File: src/rtl/music_box_state_play_recording_if.sv
// SDRAM read-port bundle between the playback block (master) and the SDRAM
// controller (slave). Field names follow the controller's existing port names.
interface music_box_state_play_recording_if;
   logic [24:0] sdram_inputAddress;
   logic [15:0] sdram_writeData;
   logic [15:0] sdram_readData;
   logic        sdram_isWriting;
   logic        sdram_inputValid;
   logic        sdram_outputValid;
   logic        sdram_recievedCommand;
   logic        sdram_isBusy;

   modport master (
      output sdram_inputAddress,
      output sdram_writeData,
      output sdram_isWriting,
      output sdram_inputValid,
      input  sdram_readData,
      input  sdram_outputValid,
      input  sdram_recievedCommand,
      input  sdram_isBusy
   );

   modport slave (
      input  sdram_inputAddress,
      input  sdram_writeData,
      input  sdram_isWriting,
      input  sdram_inputValid,
      output sdram_readData,
      output sdram_outputValid,
      output sdram_recievedCommand,
      output sdram_isBusy
   );
endinterface

File: src/rtl/music_box_state_play_recording.sv
// Playback state: streams the stored recording out of SDRAM through a small
// prefetch FIFO and emits one 8-bit sample per sample_tick.
//
// Fetch FSM
//   state   | meaning
//   IDLE    | no read outstanding; issue when a FIFO slot is free
//   REQ     | request presented, waiting for the controller to accept it
//   WAIT    | request accepted, waiting for read data
module music_box_state_play_recording #(
   parameter logic [4:0] ACTIVE_STATE = 5'd5,
   parameter int         SAMPLE_COUNT = 110250,
   parameter int         FIFO_DEPTH   = 4,
   parameter logic [7:0] SILENCE      = 8'd128
) (
   input  logic        clock_50Mhz,
   input  logic        reset,
   input  logic [4:0]  mainState,
   input  logic        sample_tick,
   output logic [7:0]  sample_out,
   output logic        sample_valid,
   output logic        stateComplete,
   output logic [31:0] debugString,
   music_box_state_play_recording_if.master sdram
);

   localparam int          PW        = (FIFO_DEPTH > 1) ? $clog2(FIFO_DEPTH) : 1;
   localparam logic [24:0] ADDR_END  = 25'(SAMPLE_COUNT);
   localparam logic [18:0] PLAY_END  = 19'(SAMPLE_COUNT);
   localparam logic [PW:0] FIFO_FULL = (PW+1)'(FIFO_DEPTH);

   typedef enum logic [1:0] {
      ST_IDLE,
      ST_REQ,
      ST_WAIT
   } fetch_state_t;

   fetch_state_t state, state_next;

   logic          active;
   logic          discard;
   logic [24:0]   fetch_addr;
   logic [7:0]    fifo_mem [FIFO_DEPTH];
   logic [PW-1:0] wr_ptr, rd_ptr;
   logic [PW:0]   fifo_count;
   logic [18:0]   play_count;
   logic [15:0]   underrun_count;
   logic          issue, accept, push, pop, tick_en;
   logic          discard_set, discard_clr;
   logic          unused_read_hi;

   assign active = (mainState == ACTIVE_STATE);

   // A read still in flight when we go inactive must have its data dropped.
   // If the data lands in the very cycle we leave, nothing is left in flight.
   assign discard_set = !active && ((state == ST_REQ) ||
                        ((state == ST_WAIT) && !sdram.sdram_outputValid));
   assign discard_clr = discard && sdram.sdram_outputValid;

   // Pop decisions use the occupancy before this cycle's push.
   assign tick_en = active && !stateComplete && sample_tick && (play_count < PLAY_END);
   assign pop     = tick_en && (fifo_count != '0);

   assign debugString          = {underrun_count, play_count[15:0]};
   assign sdram.sdram_writeData = 16'h0000;
   assign sdram.sdram_isWriting = 1'b0;
   assign unused_read_hi       = ^sdram.sdram_readData[15:8];

   // Fetch state register
   always_ff @(posedge clock_50Mhz) begin
      if (reset) state <= ST_IDLE;
      else       state <= state_next;
   end

   // Fetch next-state and strobes; one read outstanding at most, so the
   // occupancy check alone reserves the slot for the returning word.
   always_comb begin
      state_next = state;
      issue      = 1'b0;
      accept     = 1'b0;
      push       = 1'b0;
      if (!active) begin
         state_next = ST_IDLE;
      end else begin
         case (state)
            ST_IDLE: begin
               if (!discard && !sdram.sdram_isBusy && (fetch_addr < ADDR_END) &&
                   (fifo_count < FIFO_FULL)) begin
                  issue      = 1'b1;
                  state_next = ST_REQ;
               end
            end
            ST_REQ: begin
               if (sdram.sdram_recievedCommand) begin
                  accept     = 1'b1;
                  state_next = ST_WAIT;
               end
            end
            ST_WAIT: begin
               if (sdram.sdram_outputValid) begin
                  push       = 1'b1;
                  state_next = ST_IDLE;
               end
            end
            default: state_next = ST_IDLE;
         endcase
      end
   end

   // Discard flag survives inactivity so a stale return after re-entry is dropped
   always_ff @(posedge clock_50Mhz) begin
      if (reset)            discard <= 1'b0;
      else if (discard_clr) discard <= 1'b0;
      else if (discard_set) discard <= 1'b1;
   end

   // SDRAM request registers and fetch address
   always_ff @(posedge clock_50Mhz) begin
      if (reset || !active) begin
         sdram.sdram_inputValid   <= 1'b0;
         sdram.sdram_inputAddress <= '0;
         fetch_addr               <= '0;
      end else begin
         if (issue) begin
            sdram.sdram_inputValid   <= 1'b1;
            sdram.sdram_inputAddress <= fetch_addr;
         end
         if (accept) begin
            sdram.sdram_inputValid <= 1'b0;
            fetch_addr             <= fetch_addr + 25'd1;
         end
      end
   end

   // FIFO storage
   always_ff @(posedge clock_50Mhz) begin
      if (push) fifo_mem[wr_ptr] <= sdram.sdram_readData[7:0];
   end

   // FIFO pointers and occupancy
   always_ff @(posedge clock_50Mhz) begin
      if (reset || !active) begin
         wr_ptr     <= '0;
         rd_ptr     <= '0;
         fifo_count <= '0;
      end else begin
         if (push) wr_ptr <= wr_ptr + PW'(1);
         if (pop)  rd_ptr <= rd_ptr + PW'(1);
         case ({push, pop})
            2'b10:   fifo_count <= fifo_count + (PW+1)'(1);
            2'b01:   fifo_count <= fifo_count - (PW+1)'(1);
            default: fifo_count <= fifo_count;
         endcase
      end
   end

   // Sample output, play/underrun counters and completion
   always_ff @(posedge clock_50Mhz) begin
      if (reset || !active) begin
         sample_out     <= SILENCE;
         sample_valid   <= 1'b0;
         stateComplete  <= 1'b0;
         play_count     <= '0;
         underrun_count <= '0;
      end else begin
         sample_valid <= tick_en;
         if (tick_en) begin
            play_count <= play_count + 19'd1;
            if (pop) begin
               sample_out <= fifo_mem[rd_ptr];
            end else begin
               sample_out <= SILENCE;
               if (underrun_count != 16'hFFFF) underrun_count <= underrun_count + 16'd1;
            end
         end
         if (!stateComplete && (play_count == PLAY_END)) begin
            stateComplete <= 1'b1;
            sample_out    <= SILENCE;
         end
      end
   end

endmodule

File: src/flat_wrapper.sv
// flat-port wrapper written by rule: the top's interface ports become plain ports
module music_box_state_play_recording_flat 
#(
   parameter logic [4:0] ACTIVE_STATE = 5'd5,
   parameter int         SAMPLE_COUNT = 110250,
   parameter int         FIFO_DEPTH   = 4,
   parameter logic [7:0] SILENCE      = 8'd128
)
  (clock_50Mhz, reset, mainState, sample_tick, sample_out, sample_valid, stateComplete, debugString, sdram_sdram_inputAddress, sdram_sdram_writeData, sdram_sdram_isWriting, sdram_sdram_inputValid, sdram_sdram_readData, sdram_sdram_outputValid, sdram_sdram_recievedCommand, sdram_sdram_isBusy);
  music_box_state_play_recording_if sdram_i ();
  input  logic clock_50Mhz;
  input  logic reset;
  input  logic [4:0] mainState;
  input  logic sample_tick;
  output logic [7:0] sample_out;
  output logic sample_valid;
  output logic stateComplete;
  output logic [31:0] debugString;
  output wire logic [$bits(sdram_i.sdram_inputAddress)-1:0] sdram_sdram_inputAddress;
  output wire logic [$bits(sdram_i.sdram_writeData)-1:0] sdram_sdram_writeData;
  output wire logic [$bits(sdram_i.sdram_isWriting)-1:0] sdram_sdram_isWriting;
  output wire logic [$bits(sdram_i.sdram_inputValid)-1:0] sdram_sdram_inputValid;
  input wire logic [$bits(sdram_i.sdram_readData)-1:0] sdram_sdram_readData;
  input wire logic [$bits(sdram_i.sdram_outputValid)-1:0] sdram_sdram_outputValid;
  input wire logic [$bits(sdram_i.sdram_recievedCommand)-1:0] sdram_sdram_recievedCommand;
  input wire logic [$bits(sdram_i.sdram_isBusy)-1:0] sdram_sdram_isBusy;
  assign sdram_sdram_inputAddress = sdram_i.sdram_inputAddress;
  assign sdram_sdram_writeData = sdram_i.sdram_writeData;
  assign sdram_sdram_isWriting = sdram_i.sdram_isWriting;
  assign sdram_sdram_inputValid = sdram_i.sdram_inputValid;
  assign sdram_i.sdram_readData = sdram_sdram_readData;
  assign sdram_i.sdram_outputValid = sdram_sdram_outputValid;
  assign sdram_i.sdram_recievedCommand = sdram_sdram_recievedCommand;
  assign sdram_i.sdram_isBusy = sdram_sdram_isBusy;
  music_box_state_play_recording #(.ACTIVE_STATE(ACTIVE_STATE), .SAMPLE_COUNT(SAMPLE_COUNT), .FIFO_DEPTH(FIFO_DEPTH), .SILENCE(SILENCE)) u_core (.clock_50Mhz(clock_50Mhz), .reset(reset), .mainState(mainState), .sample_tick(sample_tick), .sample_out(sample_out), .sample_valid(sample_valid), .stateComplete(stateComplete), .debugString(debugString), .sdram(sdram_i));
endmodule
File: config.mk
export PLATFORM = sky130hd
export DESIGN_NAME = music_box_state_play_recording_flat
export DESIGN_NICKNAME = d
export VERILOG_FILES = /design/src/rtl/music_box_state_play_recording_if.sv /design/src/rtl/music_box_state_play_recording.sv /design/src/flat_wrapper.sv
export SDC_FILE = /design/constraint.sdc
export NUM_CORES = 1
export LEC_CHECK = 0
export ABC_AREA = 1
export CAP_MARGIN = 40
export CORE_ASPECT_RATIO = 0.8
export CORE_MARGIN = 4
export CORE_UTILIZATION = 49
export CTS_BUF_LIST = sky130_fd_sc_hd__clkbuf_16
export CTS_CLUSTER_DIAMETER = 60
export CTS_CLUSTER_SIZE = 14
export DETAILED_ROUTE_END_ITERATION = 12
export GPL_TIMING_DRIVEN = 0
export HOLD_SLACK_MARGIN = 0.06
export PLACE_DENSITY = 0.77
export SLEW_MARGIN = 20
export SYNTH_ARGS = -nofsm -noshare
export SYNTH_HDL_FRONTEND = slang
export SYNTH_SLANG_ARGS = --single-unit
File: constraint.sdc
create_clock -name clock_50Mhz -period 2.3 [get_ports clock_50Mhz]
set_clock_uncertainty 0.05 [all_clocks]
set_input_delay 0.345 -clock clock_50Mhz [delete_from_list [all_inputs] [get_ports clock_50Mhz]]
set_output_delay 0.345 -clock clock_50Mhz [all_outputs]
set_load 0.05 [all_outputs]
# Yosys cells after proc, flatten, opt, wreduce, memory -nomap -nowiden
# Memory sizes are Yosys's and may differ from the RTL's. A register that Yosys moved wholly into a read port is not among the register bits.
# Cells that the tools add are included.
# classes
n_reduce_logical	27
bitwise	2
add_sub_neg	7
n_eq_ne	10
n_mux	19
magnitude_cmp	3
# ops
operator	count
25-bit by 1-bit adder with 25-bit output, second input constant	1
25-bit by 17-bit less-than comparator with 1-bit output, second input constant	1
19-bit by 1-bit adder with 19-bit output, second input constant	1
19-bit by 17-bit equality test with 1-bit output, second input constant	1
19-bit by 17-bit less-than comparator with 1-bit output, second input constant	1
16-bit by 1-bit adder with 16-bit output, second input constant	1
16-bit != test, second input constant	1
1-bit logical AND	11
1-bit 2-to-1 mux	11
2-bit 2-to-1 mux	5
8-bit 2-to-1 mux	1
2-bit OR reduction	4
2-bit case mux with 3 select lines	1
3-bit case mux with 2 select lines	1
3-bit AND reduction	2
5-bit by 3-bit equality test with 1-bit output, second input constant	1
1-bit zero test	5
2-bit by 1-bit adder with 2-bit output, second input constant	2
2-bit by 1-bit equality test with 1-bit output, second input constant	2
2-bit equality test, second input constant	2
2-bit != test, second input constant	2
3-bit by 1-bit adder with 3-bit output, second input constant	1
3-bit less-than comparator, second input constant	1
3-bit nonzero test	1
6 further kinds	8
# totals
regBits	106
input_bits	27
mem_bits_rw	32
wordCells	82
output_inout_bits	85
n_memories	1
# mem_list
name	words	width	rd	rd_clocked_by_memory_dff	write_ports	line_no	text
u_core.fifo_mem	4	8	1	1	1	music_box_state_play_recording.sv:42	logic [7:0] fifo_mem [FIFO_DEPTH];

# Depth between registers and ports, before layout
# Gate-level depths: netlist of the first run.
# depth
word_depth	7
mapped_depth	15
mapped_depth_nobuf	15

# Worst setup path before layout of the first run
# Ideal clock, no wire load.
# synth_timing
path_type	register to register
start	register u_core.stateComplete
end	register u_core.fifo_count[2]
setup_time_ns	0.122
synth_period_minus_slack_ns	2.417
arrival_ns	2.245
t_required_ns	2.128
stages_incl_launch_ff	15
path_slack_ns	-0.117
n_path_buf	0
path_cell_list	dfxtp_1 -> inv_1 -> nand2_1 -> nor2_1 -> o21ai_1 -> nor2_4 -> nand2_4 -> nor2_8 -> ha_1 -> inv_1 -> fa_1 -> a21oi_1 -> o21ai_0 -> o21ai_0 -> a21oi_1
# synth_between
elab_chain_len	7
# synth_rtl
item	line_no	text
start, declared	music_box_state_play_recording.sv:21	output logic stateComplete,
start signal, assigned	music_box_state_play_recording.sv:161	stateComplete <= 1'b0;
start signal, assigned	music_box_state_play_recording.sv:176	stateComplete <= 1'b1;
1-bit zero test (*)	music_box_state_play_recording.sv:60	assign tick_en = active && !stateComplete && sample_tick && (play_count < PLAY_END);
1-bit logical AND (*) (3 in a row)	music_box_state_play_recording.sv:60	
1-bit logical AND (*)	music_box_state_play_recording.sv:61	assign pop = tick_en && (fifo_count != '0);
named net u_core.pop	music_box_state_play_recording.sv:47	logic issue, accept, push, pop, tick_en;
2-bit by 1-bit equality test with 1-bit output or 2-bit equality test (tied branches)	music_box_state_play_recording.sv:148	case ({push, pop})
3-bit case mux with 2 select lines or 2-bit nonzero test (tied branches)	-	
end signal, assigned	music_box_state_play_recording.sv:149	2'b10: fifo_count <= fifo_count + (PW+1)'(1);
end signal, assigned	music_box_state_play_recording.sv:150	2'b01: fifo_count <= fifo_count - (PW+1)'(1);
end signal, assigned	music_box_state_play_recording.sv:151	default: fifo_count <= fifo_count;
end, declared	music_box_state_play_recording.sv:44	logic [PW:0] fifo_count;
# The timed path passes the listed nets; every way through them passes the cells marked *.
# A chain may end at the register's enable or synchronous reset.

# Worst setup path after layout of the first run
# layout_timing
start	register u_core.play_count[17]
end	register u_core.fifo_count[2]
# layout_between
elab_chain_len	5
# layout_rtl
item	line_no	text
start, declared	music_box_state_play_recording.sv:45	logic [18:0] play_count;
start signal, assigned	music_box_state_play_recording.sv:167	play_count <= play_count + 19'd1;
19-bit by 17-bit less-than comparator with 1-bit output (*)	music_box_state_play_recording.sv:60	
1-bit logical AND (*)	music_box_state_play_recording.sv:60	
1-bit logical AND (*)	music_box_state_play_recording.sv:61	
named net u_core.pop	music_box_state_play_recording.sv:47	
2-bit by 1-bit equality test with 1-bit output or 2-bit equality test (tied branches)	music_box_state_play_recording.sv:148	
3-bit case mux with 2 select lines or 2-bit nonzero test (tied branches)	-	
# Marks and branches as above.

==> flow_metrics.py, run 1 <==
metrics = {
    "run_status": {
        "outcome": "complete, but fails checks",
        "violations": "setup timing",
    },
    "worst_setup_path": {
        "cp_common_cell": "nor2_4",
        "rr_startpoint": "u_core.play_count[17]$_SDFFE_PP0P_",
        "end_kind": "register",
        "cpMaxStageDelayCell": "fa_2",
        "slowest_delay_ns": 0.38,
        "worstReg2RegEnd": "u_core.fifo_count[2]$_SDFFE_PP0P_",
        "critPathBufInv": 2,
        "crit_chain": "nor2_4 > inv_2 > nor2_4 > o21ai_4 > nor2_4 > nand2_4 > nor2_8 > ha_4 > inv_4 > fa_2 > a21oi_2 > o21ai_2 > o21ai_1 > a21oi_1",
        "r2r_slack_ns": -0.08,
        "reg2regPathDepth": 14,
        "worstPathMaxFanout": 3,
        "path_delay_family": "simple AND/OR/NAND/NOR gates",
        "required_ns": 2.55,
        "path_class": "register to register",
        "critPathLaunchType": "register",
        "worstPathArrival_ns": 2.63,
    },
    "place": {
        "hpwlAfterDp_mm": 12.4,
        "dp_slack_ns": -0.823,
        "dp.cells": 1239,
        "gp_congestion": 0.942,
        "port_buffers": 86,
    },
    "synth": {
        "synthTopCellsByArea": "dfxtp_1 (31%), edfxtp_1 (14%), nand2_1 (11%)",
        "synth_top_area_share": 0.308,
        "yosysSeqAreaShare": 0.445,
        "synth.avg_cell_area_um2": 7.33,
        "synth_edf_count": 32,
        "synth_warnings": 0,
        "yosysUniqueCellTypes": 40,
        "ys_ff_latch": 140,
        "synth_top_area_cell": "dfxtp_1",
        "async_flop_share": 0,
        "netlist_area_um2": 7020,
        "synthCells": 957,
        "synth-main-ff-cell": "dfxtp_1",
    },
    "job": {
        "drv_cap": 0,
    },
    "clock_tree": {
        "htree_levels": 4,
        "clkTransAtPathRegs_ns": 0.06,
        "hold_buffers": 0,
        "clk_path_buf_depth": 2,
        "cts.sinks": 140,
        "cts_root_buf": "clkbuf_16",
        "cts_buffers": 17,
        "tritoncts": "built",
        "clkLatencyLatePin_ns": 0.42,
    },
    "sta": {
        "slew_headroom": 0.470,
        "fin_crit_sh": 1.03,
        "drv_slew": 0,
        "final_hold_viol_count": 0,
        "tightest_slew_ns": 0.792,
        "max_freq_mhz": 421,
        "setup_viol": 1,
        "fin_crit_ns": 2.38,
        "finalSetupTns_ns": -0.0778,
        "setup_ws_ns": -0.0778,
    },
    "drt": {
        "vias_per_cell": 5.06,
        "vias": 6502,
        "routed_wirelength_mm": 17.9,
        "ant_nets": 0,
        "avgRoutedWirePerCell_um": 13.9,
        "route.detailed.drc": 0,
        "first_pass_iters": 6,
        "drt-initial-drc-count": 558,
    },
    "global_routing": {
        "grt_pass1_wl_mm": 28.5,
        "grt_pass1_vias": 5936,
        "antenna_found_initial": 0,
        "grt_usage": 0.216,
        "grt_max_degree": 17,
        "grt-ovfl-total": 0,
    },
    "die": {
        "num_rows": 38,
        "start_util": 0.509,
        "io_pins": 112,
        "design.core.area_um2": 13800,
        "die_h_um": 115,
        "die_w_um": 142,
        "die_area_um2": 16300,
    },
    "worst_hold_path": {
        "hp-start": "u_core.sdram.sdram_inputAddress[21]$_SDFFE_PP0P_",
        "hold_path.class": "register to register",
        "holdPathEnd": "u_core.sdram.sdram_inputAddress[21]$_SDFFE_PP0P_",
        "min_path_cells": 2,
    },
    "layout": {
        "nets": 1129,
        "area_growth_pct": 28.1,
        "final_core_util": 0.652,
        "stdcell_count": 1285,
        "drive_above_1_share": 0.149,
        "diodes": 0,
    },
    "power": {
        "powerDensity_nw_per_um2": 612,
        "ir_drop_mv": 0.603,
        "p_leak_nw": 3.39,
    },
}
==> how the worst max path moves through the flow <==
stage          cells past startpoint                          startpoint                           endpoint
6_report                          14  u_core.play_count[17]$_SDFFE_PP0P_  u_core.fifo_count[2]$_SDFFE_PP0P_
4_1_cts                           13   u_core.play_count[2]$_SDFFE_PP0P_  u_core.fifo_count[1]$_SDFFE_PP0P_
5_1_grt                           14  u_core.play_count[17]$_SDFFE_PP0P_  u_core.fifo_count[2]$_SDFFE_PP0P_
3_5_place_dp                      14                        mainState[2]  u_core.fifo_count[2]$_SDFFE_PP0P_
3_3_place_gp                      14                        mainState[2]  u_core.fifo_count[2]$_SDFFE_PP0P_
2_1_floorplan                     14   u_core.stateComplete$_SDFFE_PP0P_  u_core.fifo_count[2]$_SDFFE_PP0P_
==> cell usage after synthesis, drive strengths merged, types with 3 or more instances <==
library cell and n:
buf 49, o21ai 37, nand4 30, inv 141, nand2 215, clkbuf 7, nor2 154, o22ai 9
ha 9, edfxtp 32, a21oi 59, nor4 3, a211oi 4, nor3 33, nand3 46, dfxtp 108
xor2 10
==> layout make-up <==
| class | count | area (um^2) |
|---|---|---|
| Clock buffer | 17 | 425 |
| Clock inverter | 15 | 174 |
| Buffer | 56 | 372 |
| Multi-Input combinational cell | 636 | 3150 |
| Sequential cell | 140 | 3150 |
| Timing Repair Buffer | 100 | 966 |
| Inverter | 141 | 534 |
| Fill cell | 1172 | 4790 |
| Tap cell | 180 | 225 |
==> sequential cells by signal, indices dropped and copies added (netlist names), named ones only <==
signal and flops:
u_core.fifo_mem 32, u_core.fetch_addr 25, u_core.sdram.sdram_inputAddress 25, u_core.play_count 19
u_core.underrun_count 16, u_core.sample_out 8, u_core.fifo_count 3, u_core.rd_ptr 2
u_core.state 2, u_core.wr_ptr 2, u_core.discard 1, u_core.sample_valid 1
u_core.sdram.sdram_inputValid 1, u_core.stateComplete 1
==> through the flow <==
| step | cell area (um^2) | hold WS [ns] | power, mW |
|---|---|---|---|
| detailed placement | 8170 | 0.379 | 2.75 |
| floorplan | 7080 | 0.370 | 2.69 |
| global route | 8990 | 0.411 | 5.64 |
| CTS | 8830 | 0.390 | 5.53 |
| finish | 8990 | 0.387 | 5.51 |
| global placement | 8170 | 0.375 | 2.74 |
==> repair_timing <==
item / 4_1_cts / 5_1_grt
resized for setup: 20 / 28
setup buffers: 3 / 10
setup endpoints to repair: 2 / 26
pin swaps: 3 / 10
==> cells in the final DEF, fill, tap and decap left out, types with 7 or more instances in the layout <==
| cell type | count |
|---|---|
| nand2_1 | 205 |
| nor2_1 | 133 |
| inv_1 | 131 |
| dfxtp_1 | 93 |
| clkdlybuf4s50_1 | 86 |
| a21oi_1 | 57 |
| buf_4 | 49 |
| nand3_1 | 43 |
| edfxtp_1 | 32 |
| nand4_1 | 29 |
| o21ai_0 | 29 |
| nor3_1 | 28 |
| conb_1 | 17 |
| clkbuf_16 | 17 |
| nor2_2 | 12 |
| buf_2 | 12 |
| dfxtp_2 | 11 |
| inv_2 | 10 |
| xor2_1 | 10 |
| o22ai_1 | 9 |
| nor2_4 | 8 |
| ha_1 | 8 |
| nand2_2 | 7 |
| clkbuf_1 | 7 |
==> per-layer routing <==
metal | share of wire | wire (um) | track usage
met1 | 0.47 | 8350 | 0.311
met2 | 0.43 | 7700 | 0.318
met3 | 0.081 | 1440 | 0.0445
met4 | 0.021 | 373 | 0.0882
met5 | 0 | 0 | 0
==> power by group <==
part	switching [mW]	internal (mW)
registers	0.00112	2.51
clock network	1.10	1.71
logic	0.121	0.0659
total	1.22	4.28
==> tightest hold or removal path: stages (launching register included) <==
cell     delay, ns
dfxtp_1       0.31
nand2_1       0.06
nor2_1        0.03
==> cell families (layout without fill, tap and decap cells) <==
group	Yosys count	after routing	synth area share
AOI/OAI and AO/OA	113	113	0.0854
DFF	140	140	0.445
other	1	17	0.000534
buffers and inverters	197	329	0.128
adders and majority gates	10	10	0.0189
xor gates and xnor gates	10	10	0.0125
and+or+nand+nor	486	486	0.309
Power figures use the tool's default switching activity.
==> run 2, diff against run 1 <==
--- a/config.mk
+++ b/config.mk
@@ -5,18 +5,18 @@
 export SDC_FILE = /design/constraint.sdc
 export NUM_CORES = 1
 export LEC_CHECK = 0
-export ABC_AREA = 1
+export ABC_AREA = 0
 export CAP_MARGIN = 40
 export CORE_ASPECT_RATIO = 0.8
 export CORE_MARGIN = 4
-export CORE_UTILIZATION = 49
+export CORE_UTILIZATION = 47
 export CTS_BUF_LIST = sky130_fd_sc_hd__clkbuf_16
 export CTS_CLUSTER_DIAMETER = 60
-export CTS_CLUSTER_SIZE = 14
+export CTS_CLUSTER_SIZE = 30
 export DETAILED_ROUTE_END_ITERATION = 12
 export GPL_TIMING_DRIVEN = 0
 export HOLD_SLACK_MARGIN = 0.06
-export PLACE_DENSITY = 0.77
+export PLACE_DENSITY = 0.76
 export SLEW_MARGIN = 20
 export SYNTH_ARGS = -nofsm -noshare
 export SYNTH_HDL_FRONTEND = slang
==> run 2 against run 1 <==
The flow still finishes with violations (setup timing). Cell count decreased by 25%. Global-route usage decreased by 0.29 points. Synthesized cell count decreased by 34%. Worst setup slack got worse by 0.23 ns. Combinational power decreased by 11%. Count of clock-buffer cells in the layout increased by 1. Largest power group unchanged.
==> flow_metrics.py, run 2 <==
metrics = {
    "run_status": {
        "outcome": "complete, but fails checks",
        "violations": "setup timing",
    },
    "global_routing": {
        "grt-ovfl-total": 0,
        "globalRouteMet1Util": 0.258,
        "use_met2": 0.370,
        "grt_usage": 0.213,
        "grt_pass1_vias": 5259,
        "grt_max_degree": 19,
        "grt_pass1_wl_mm": 25.3,
        "met3_usage": 0.0390,
        "antenna_found_initial": 0,
        "top_usage_layer": "met2",
    },
    "power": {
        "ir_drop_mv": 0.511,
        "powerDensity_nw_per_um2": 670,
        "p_comb_frac": 0.030,
        "p_leak_nw": 2.86,
        "pwr-share-clk": 0.520,
        "power_mw": 5.56,
        "power_frac_seq": 0.450,
        "power_switching_share": 0.205,
        "internal-power_mw": 4.42,
        "switching_power_mw": 1.14,
    },
    "clock_tree": {
        "clkTransAtPathRegs_ns": 0.06,
        "clkLatencyLatePin_ns": 0.41,
        "cts_buffers": 17,
        "cts_root_buf": "clkbuf_16",
        "htree_levels": 4,
        "hold_buffers": 0,
        "tritoncts": "built",
        "clk_path_buf_depth": 2,
        "cts.sinks": 140,
    },
    "worst_setup_path": {
        "rr_startpoint": "u_core.play_count[5]$_SDFFE_PP0P_",
        "critPathLaunch": "u_core.play_count[5]$_SDFFE_PP0P_",
        "end_kind": "register",
        "path_class": "register to register",
        "critPathLaunchType": "register",
        "worstPathArrival_ns": 2.89,
        "r2r_slack_ns": -0.30,
        "required_ns": 2.59,
        "worstPathMaxFanout": 8,
        "reg2regPathDepth": 11,
        "worstReg2RegEnd": "u_core.fifo_count[2]$_SDFFE_PP0P_",
    },
    "synth": {
        "synth_top_area_share": 0.352,
        "async_flop_share": 0,
        "synth_common_cells": "dfxtp_1 (108), nor2_1 (56), nand2_1 (52)",
        "netlist_area_um2": 6140,
        "yosysMostFrequentCell": "dfxtp_1",
        "synthMuxAreaShare": 0.0310,
        "yosysSeqAreaShare": 0.509,
        "synth_xor_area_frac": 0.0556,
        "synthTopCellsByArea": "dfxtp_1 (35%), edfxtp_1 (16%), nand3_1 (4.1%)",
        "synth_compound_area_frac": 0.0872,
        "synth-main-ff-cell": "dfxtp_1",
        "yosysUniqueCellTypes": 53,
        "synthCells": 635,
        "synth_warnings": 0,
        "synth_top_family_by_area": "simple AND/OR/NAND/NOR gates",
        "ys_ff_latch": 140,
        "synth_top_area_cell": "dfxtp_1",
        "synth.avg_cell_area_um2": 9.67,
        "synthSimpleGateAreaFrac": 0.226,
        "synth_edf_count": 32,
        "synth_fa_ha_area_frac": 0.0216,
    },
    "drt": {
        "vias_per_cell": 5.40,
        "vias": 5202,
        "avgRoutedWirePerCell_um": 16.5,
        "ant_nets": 0,
        "routed_wirelength_mm": 15.9,
        "first_pass_iters": 5,
        "route.detailed.drc": 0,
        "drt-initial-drc-count": 378,
    },
    "place": {
        "gp_congestion": 0.868,
        "dp_slack_ns": -1.24,
        "port_buffers": 86,
        "hpwlAfterDp_mm": 10.6,
        "placedInstanceArea_um2": 7340,
    },
    "die": {
        "die_w_um": 136,
        "design.core.area_um2": 12800,
        "num_rows": 37,
        "die_h_um": 110,
        "die_area_um2": 15000,
        "start_util": 0.479,
        "io_pins": 112,
    },
    "layout": {
        "largest_reg_flops": 32,
        "nets": 813,
        "drive_above_1_share": 0.193,
        "mostFrequentLayoutCell": "dfxtp_1",
        "regMostFlops": "u_core.fifo_mem",
        "area_growth_pct": 35.2,
        "most-common-layout-cells": "dfxtp_1 (92), clkdlybuf4s50_1 (81), nor2_1 (54), buf_4 (54), nand2_1 (52)",
        "diodes": 0,
        "post-route-cell-area_um2": 8310,
        "biggestRegsByFlops": "u_core.fifo_mem: 32 flops, u_core.fetch_addr: 25 flops, u_core.sdram.sdram_inputAddress: 25 flops",
    },
    "job": {
        "drv_cap": 0,
    },
    "sta": {
        "final_hold_viol_count": 0,
        "whs_ns": 0.396,
        "slew_headroom": 0.563,
        "setup_ws_ns": -0.303,
        "max_freq_mhz": 384,
        "tightest_slew_ns": 0.651,
        "rsz0062_at_grt": "yes",
        "fin_crit_sh": 1.13,
        "fin_crit_ns": 2.60,
        "setup_viol": 2,
        "drv_slew": 0,
    },
    "worst_hold_path": {
        "min_path_cells": 2,
        "holdPathEnd": "u_core.sdram.sdram_inputValid$_SDFFE_PP0P_",
        "hp-start": "u_core.sdram.sdram_inputValid$_SDFFE_PP0P_",
        "hold_path.class": "register to register",
    },
}
run 2: final cells by class:
type	count	area, um^2
Fill cell	970	4520
Sequential cell	140	3160
Multi-Input combinational cell	432	2820
Timing Repair Buffer	110	1050
Clock buffer	18	450
Buffer	61	378
Tap cell	175	219
Clock inverter	13	174
Inverter	14	52.6
run 2: worst max-delay path by stage:
stage | end | slack [ns] | depth (start not counted)
floorplan | u_core.fifo_count[2]$_SDFFE_PP0P_ | -0.62 | 14
global placement | u_core.fifo_count[2]$_SDFFE_PP0P_ | -1.18 | 15
detailed placement | u_core.fifo_count[2]$_SDFFE_PP0P_ | -1.24 | 15
CTS | u_core.fifo_count[2]$_SDFFE_PP0P_ | -0.41 | 12
global route | u_core.fifo_count[2]$_SDFFE_PP0P_ | -0.39 | 11
finish | u_core.fifo_count[2]$_SDFFE_PP0P_ | -0.30 | 11
run 2: through the flow:
stage               cells  setup TNS [ns]   util
global route          963          -0.707  0.648
CTS                   963           -2.47  0.637
finish                963          -0.534  0.648
global placement      912          -32.27  0.572
floorplan             651           -1.10      -
detailed placement    912          -40.66  0.572
run 2: timing repair:
item / 4_1_cts / 5_1_grt
pin swaps: 21 / 18
gates cloned: 1 / 1
setup buffers: 24 / 4
gates resized for setup: 31 / 37
endpoints found under the setup margin: 36 / 60
run 2: worst max-delay path, cell delays in order (launching register included):
cell and delay [ns]:
dfxtp_4 0.37, a21o_1 0.21, a21oi_4 0.25, a2111oi_4 0.11
or2_4 0.30, nor2_4 0.10, ha_4 0.14, inv_2 0.04
fa_2 0.37, xor2_2 0.16, or3_1 0.31, a21oi_1 0.13
run 2: logic make-up (layout without fill, tap and decap cells):
family / after synthesis / in the layout
and+or+nand+nor: 266 / 266
buffers and inverters: 79 / 216
DFF: 140 / 140
adders and majority gates: 10 / 10
muxes: 9 / 9
xor gates and xnor gates: 39 / 39
other: 1 / 17
AOI/OAI and AO/OA: 91 / 91
run 2: power groups by stage:
| stage | clock [mW] | sequential (mW) | combinational [mW] |
|---|---|---|---|
| 2_1_floorplan | 0 | 2.57 | 0.109 |
| 3_3_place_gp | 0 | 2.57 | 0.158 |
| 3_5_place_dp | 0 | 2.57 | 0.162 |
| 4_1_cts | 2.91 | 2.51 | 0.161 |
| 5_1_grt | 3.01 | 2.50 | 0.176 |
| 6_report | 2.89 | 2.50 | 0.166 |
run 2: per-layer routing:
metal  vias up  part of all wire
met5         -                 0
met4         0             0.022
met3        38             0.058
met2       209              0.50
met1      2469              0.42
li1       2486                 -
==> run 3, diff against run 2 <==
--- a/config.mk
+++ b/config.mk
@@ -12,7 +12,7 @@
 export CORE_UTILIZATION = 47
 export CTS_BUF_LIST = sky130_fd_sc_hd__clkbuf_16
 export CTS_CLUSTER_DIAMETER = 60
-export CTS_CLUSTER_SIZE = 30
+export CTS_CLUSTER_SIZE = 25
 export DETAILED_ROUTE_END_ITERATION = 12
 export GPL_TIMING_DRIVEN = 0
 export HOLD_SLACK_MARGIN = 0.06
==> results of run 3 <==
Final layout, timing and power as in run 2 (identical DEF).
==> RTL change 1 (flow settings as in run 3) <==
`SAMPLE_COUNT` is set to 110250 in 2 places; all go to 82687.
--- a/src/rtl/music_box_state_play_recording.sv
+++ b/src/rtl/music_box_state_play_recording.sv
@@ -9,5 +9,5 @@
 module music_box_state_play_recording #(
    parameter logic [4:0] ACTIVE_STATE = 5'd5,
-   parameter int         SAMPLE_COUNT = 110250,
+   parameter int         SAMPLE_COUNT = 82687,
    parameter int         FIFO_DEPTH   = 4,
    parameter logic [7:0] SILENCE      = 8'd128
--- a/src/flat_wrapper.sv
+++ b/src/flat_wrapper.sv
@@ -3,5 +3,5 @@
 #(
    parameter logic [4:0] ACTIVE_STATE = 5'd5,
-   parameter int         SAMPLE_COUNT = 110250,
+   parameter int         SAMPLE_COUNT = 82687,
    parameter int         FIFO_DEPTH   = 4,
    parameter logic [7:0] SILENCE      = 8'd128
Check against the original RTL: same outputs for any inputs over 4 cycles, from zero or initial values; that may be too few to reach the edited logic, so the function may still have changed.
==> RTL change 1 against run 3 <==
  * Sequential share of layout area up 0.27 points
  * First-iteration DRC count down 11%
  * Routed wire length down 3.2%
  * Power down 5.1%
  * Setup slack worse by 0.27 ns
  * Largest cell class unchanged
  * Area after synthesis up 0.92%
  * Clock power down 10%
  * Final area down 1.0%
  * The flow still finishes with violations (negative setup slack)
  * Sequential cell count unchanged
==> RTL change 1: results <==
sta:
  worst_hold_slack_ns: 0.4053
  setup_viol_count_final: 27
  setup_slack_ns: -0.5739
  slew_headroom_pct: 54.88
grt:
  grt_pass1_wl_mm: 25.12
  first_global_vias: 5084
  largest_net_degree_at_the_start_of_global_routing: 17
cells_and_area:
  drive_above_1_share_pct: 18.99
  fillCellCount: 1027
  finalNetCount: 792
min_path:
  min_from: "u_core.sample_out[0]"
  timing.hold.worst_endpoint: "u_core.sample_out[0]"
logic_synthesis:
  synth_seq_area_share_pct: 50.39
  synth_common_cells: "108 x sky130_fd_sc_hd__dfxtp_1, 58 x sky130_fd_sc_hd__nor2_1, 48 x sky130_fd_sc_hd__a21oi_1, 34 x sky130_fd_sc_hd__nand2_1, 33 x sky130_fd_sc_hd__buf_4"
  synth-compound-area-share_pct: 10.58
  netlist_top_cells_area: "sky130_fd_sc_hd__dfxtp_1 35%, sky130_fd_sc_hd__edfxtp_1 16%, sky130_fd_sc_hd__buf_4 4.0%, sky130_fd_sc_hd__a21oi_1 3.9%, sky130_fd_sc_hd__mux2i_1 3.6%"
  synth-xor-area-share_pct: 2.968
  adder_and_majority_cell_fraction_of_the_synthesized_area_pct: 1.938
critical_path:
  crit_path_max_incr_delay_ns: 0.54
  r2r_start: "u_core.play_count[17]"
  cp_slowest_cell: "sky130_fd_sc_hd__or4b_4"
cts:
  tritoncts.num_buffers: 17
drt:
  first_iter_violations: 336
  detail_route.vias_per_cell: 5.490
run_status:
  status: "complete, but fails checks"
  violations: "negative setup slack"
power:
  static-leakage-power_uw: 0.002798
  vdd_ir_drop_max_mv: 0.4819
placement:
  dpl.hpwl_mm: 10.63
  globalplace.congestion: 0.9443
  post-place-ws_ns: -1.489
==> RTL change 1: power breakdown <==
part           internal, uW  switching, uW  leakage (uW)  total (uW)
Sequential             2510          0.306       0.00117        2510
Combinational          67.9            108       0.00133         175
Clock                  1620            968      0.000296        2590
==> RTL change 1: metal layers <==
metal / track usage (%) / part of all wire, % / routed length (um)
met4: 7.790 / 2.3 / 348
met1: 27.21 / 42 / 6531
met5: 0 / 0 / 0
met3: 5.082 / 7.1 / 1097
met2: 33.69 / 48 / 7391
==> RTL change 1: logic make-up (layout without fill, tap and decap cells) <==
group	after synthesis	in the layout
and+or+nand+nor	239	239
DFF	140	140
AOI/OAI and AO/OA	105	105
buffers and inverters	80	208
muxes	30	30
xor gates and xnor gates	21	21
adders and majority gates	9	9
other	1	17
==> RTL change 1: per-stage QoR <==
step                      utilization [%]  cell area, sq um  std cells  setup TNS (ns)
after global routing                63.87              8220        944          -5.858
after CTS                           62.95              8102        942          -1.222
after floorplan                         -              6316        641          -3.246
after global placement              57.47              7396        902          -40.26
final                               63.87              8220        944          -2.912
after detailed placement            57.51              7401        903          -46.18
==> RTL change 1: final cells by class <==
class	count	area (sq um)	area share (%)
inverter	18	67.56	0.8219
timing repair buffer	98	950.9	11.57
multi-input combinational	421	2841	34.57
buffer	60	427.9	5.205
clock inverter	14	112.6	1.370
sequential	140	3151	38.33
clock buffer	18	450.4	5.479
tap	175	219.0	2.664
==> RTL change 1: what timing repair did <==
action / 4_1_cts / 5_1_grt
gates resized for setup: 32 / 30
endpoints found under the setup margin: 51 / 61
gates cloned: 0 / 0
pin swaps: 3 / 1
buffers inserted: 8 / 3
==> RTL change 2 (config.mk and constraints of run 3) <==
Made on the original files. Add an input register stage for `mainState` and `sample_tick`, without a reset; this delays them by one clock. The other inputs are not delayed to match.
--- a/src/rtl/music_box_state_play_recording.sv
+++ b/src/rtl/music_box_state_play_recording.sv
@@ -35,4 +35,12 @@
    } fetch_state_t;
 
+   logic [4:0] mainState_q;
+   logic sample_tick_q;
+
+   always_ff @(posedge clock_50Mhz) begin
+      mainState_q   <= mainState;
+      sample_tick_q <= sample_tick;
+   end
+
    fetch_state_t state, state_next;
 
@@ -49,5 +57,5 @@
    logic          unused_read_hi;
 
-   assign active = (mainState == ACTIVE_STATE);
+   assign active = (mainState_q == ACTIVE_STATE);
 
    // A read still in flight when we go inactive must have its data dropped.
@@ -58,5 +66,5 @@
 
    // Pop decisions use the occupancy before this cycle's push.
-   assign tick_en = active && !stateComplete && sample_tick && (play_count < PLAY_END);
+   assign tick_en = active && !stateComplete && sample_tick_q && (play_count < PLAY_END);
    assign pop     = tick_en && (fifo_count != '0);
 
Behaviour: not the same (Yosys sat finds a counterexample within 4 cycles, from zero or initial values).
==> RTL change 2 against run 3 <==
  * The run still ends with negative setup slack left
  * Area after synthesis rose by 2.4%
  * Cell count rose by 0.73%
  * Sequential cell count rose by 6
  * Setup slack got worse by 0.0011 ns
  * Final area fell by 0.68%
  * Via count fell by 0.71%
  * Routed wire length fell by 8.2%
  * Global-route usage fell by 2.0 points
  * Hold slack got worse by 0.070 ns
  * Power barely moved
  * Clock power fell by 4%
  * First-iteration DRC count fell by 11%
  * Critical path type unchanged
==> RTL change 2: results <==
run_status:
  status: "complete, but fails checks"
  violations: "negative setup slack"
min_path:
  min_delay_path_depth: 1
  timing.hold.worst_endpoint: "u_core.mainState_q[4]"
  min_from: "mainState[4]"
drt:
  dr_wl_met3_mm: 1.036
  dr_total_vias: 5165
  drt-met1-wl_mm: 6.258
  first_iter_violations: 338
  wirelength_mm: 14.58
sta:
  setup_slack_ns: -0.3043
  worst_hold_slack_ns: 0.3261
  setup_total_negative_slack_ns: -3.156
  setup_viol_count_final: 32
critical_path:
  crit_path_max_incr_delay_ns: 0.53
  reg2reg_depth: 9
logic_synthesis:
  synth.cell_area_sq_mm: 0.006287
  synth_seq_area_share_pct: 51.58
  netlist_top_cells_area: "sky130_fd_sc_hd__dfxtp_1 36%, sky130_fd_sc_hd__edfxtp_1 15%, sky130_fd_sc_hd__buf_4 4.2%, sky130_fd_sc_hd__xnor2_1 3.6%, sky130_fd_sc_hd__nand3_1 3.6%"
cells_and_area:
  regArea_sq_mm: 0.003257
  numSequentialCells: 146
  seq-cell-share_pct: 39.48
  num-nonclk-buffers: 161
  fillCellCount: 1021
  drive_above_1_share_pct: 15.97
power:
  static-leakage-power_uw: 0.002700
  power_switching_uw: 1097
grt:
  grtUsageMet1_pct: 25.14
  largest_net_degree_at_the_start_of_global_routing: 17
placement:
  globalplace.congestion: 0.9189
  post-place-ws_ns: -0.7036
  dpl_cell_area_sq_mm: 0.007445
  placedCellCount: 928
==> RTL change 2: cell count changes after synthesis, moves of 6 or more <==
| cell | change |
|---|---|
| sky130_fd_sc_hd__xnor2_1 | +12 |
| sky130_fd_sc_hd__and3_1 | -6 |
| sky130_fd_sc_hd__dfxtp_1 | +6 |
| sky130_fd_sc_hd__xor2_1 | -19 |
| sky130_fd_sc_hd__or3_1 | +8 |
| sky130_fd_sc_hd__nor3_1 | +6 |
==> RTL change 2: cells by family (layout without fill, tap and decap cells) <==
group | count (synthesis) | count (layout) | synth area share [%]
multiplexers | 13 | 13 | 3.662
AO/OA/AOI/OAI | 94 | 94 | 8.677
AND/OR/NAND/NOR | 272 | 272 | 22.41
XOR/XNOR | 32 | 32 | 4.458
flip-flops | 146 | 146 | 51.58
adder cells (fa/ha/maj) | 10 | 10 | 2.109
buffers and inverters | 82 | 211 | 7.045
other | 1 | 17 | 0.05964
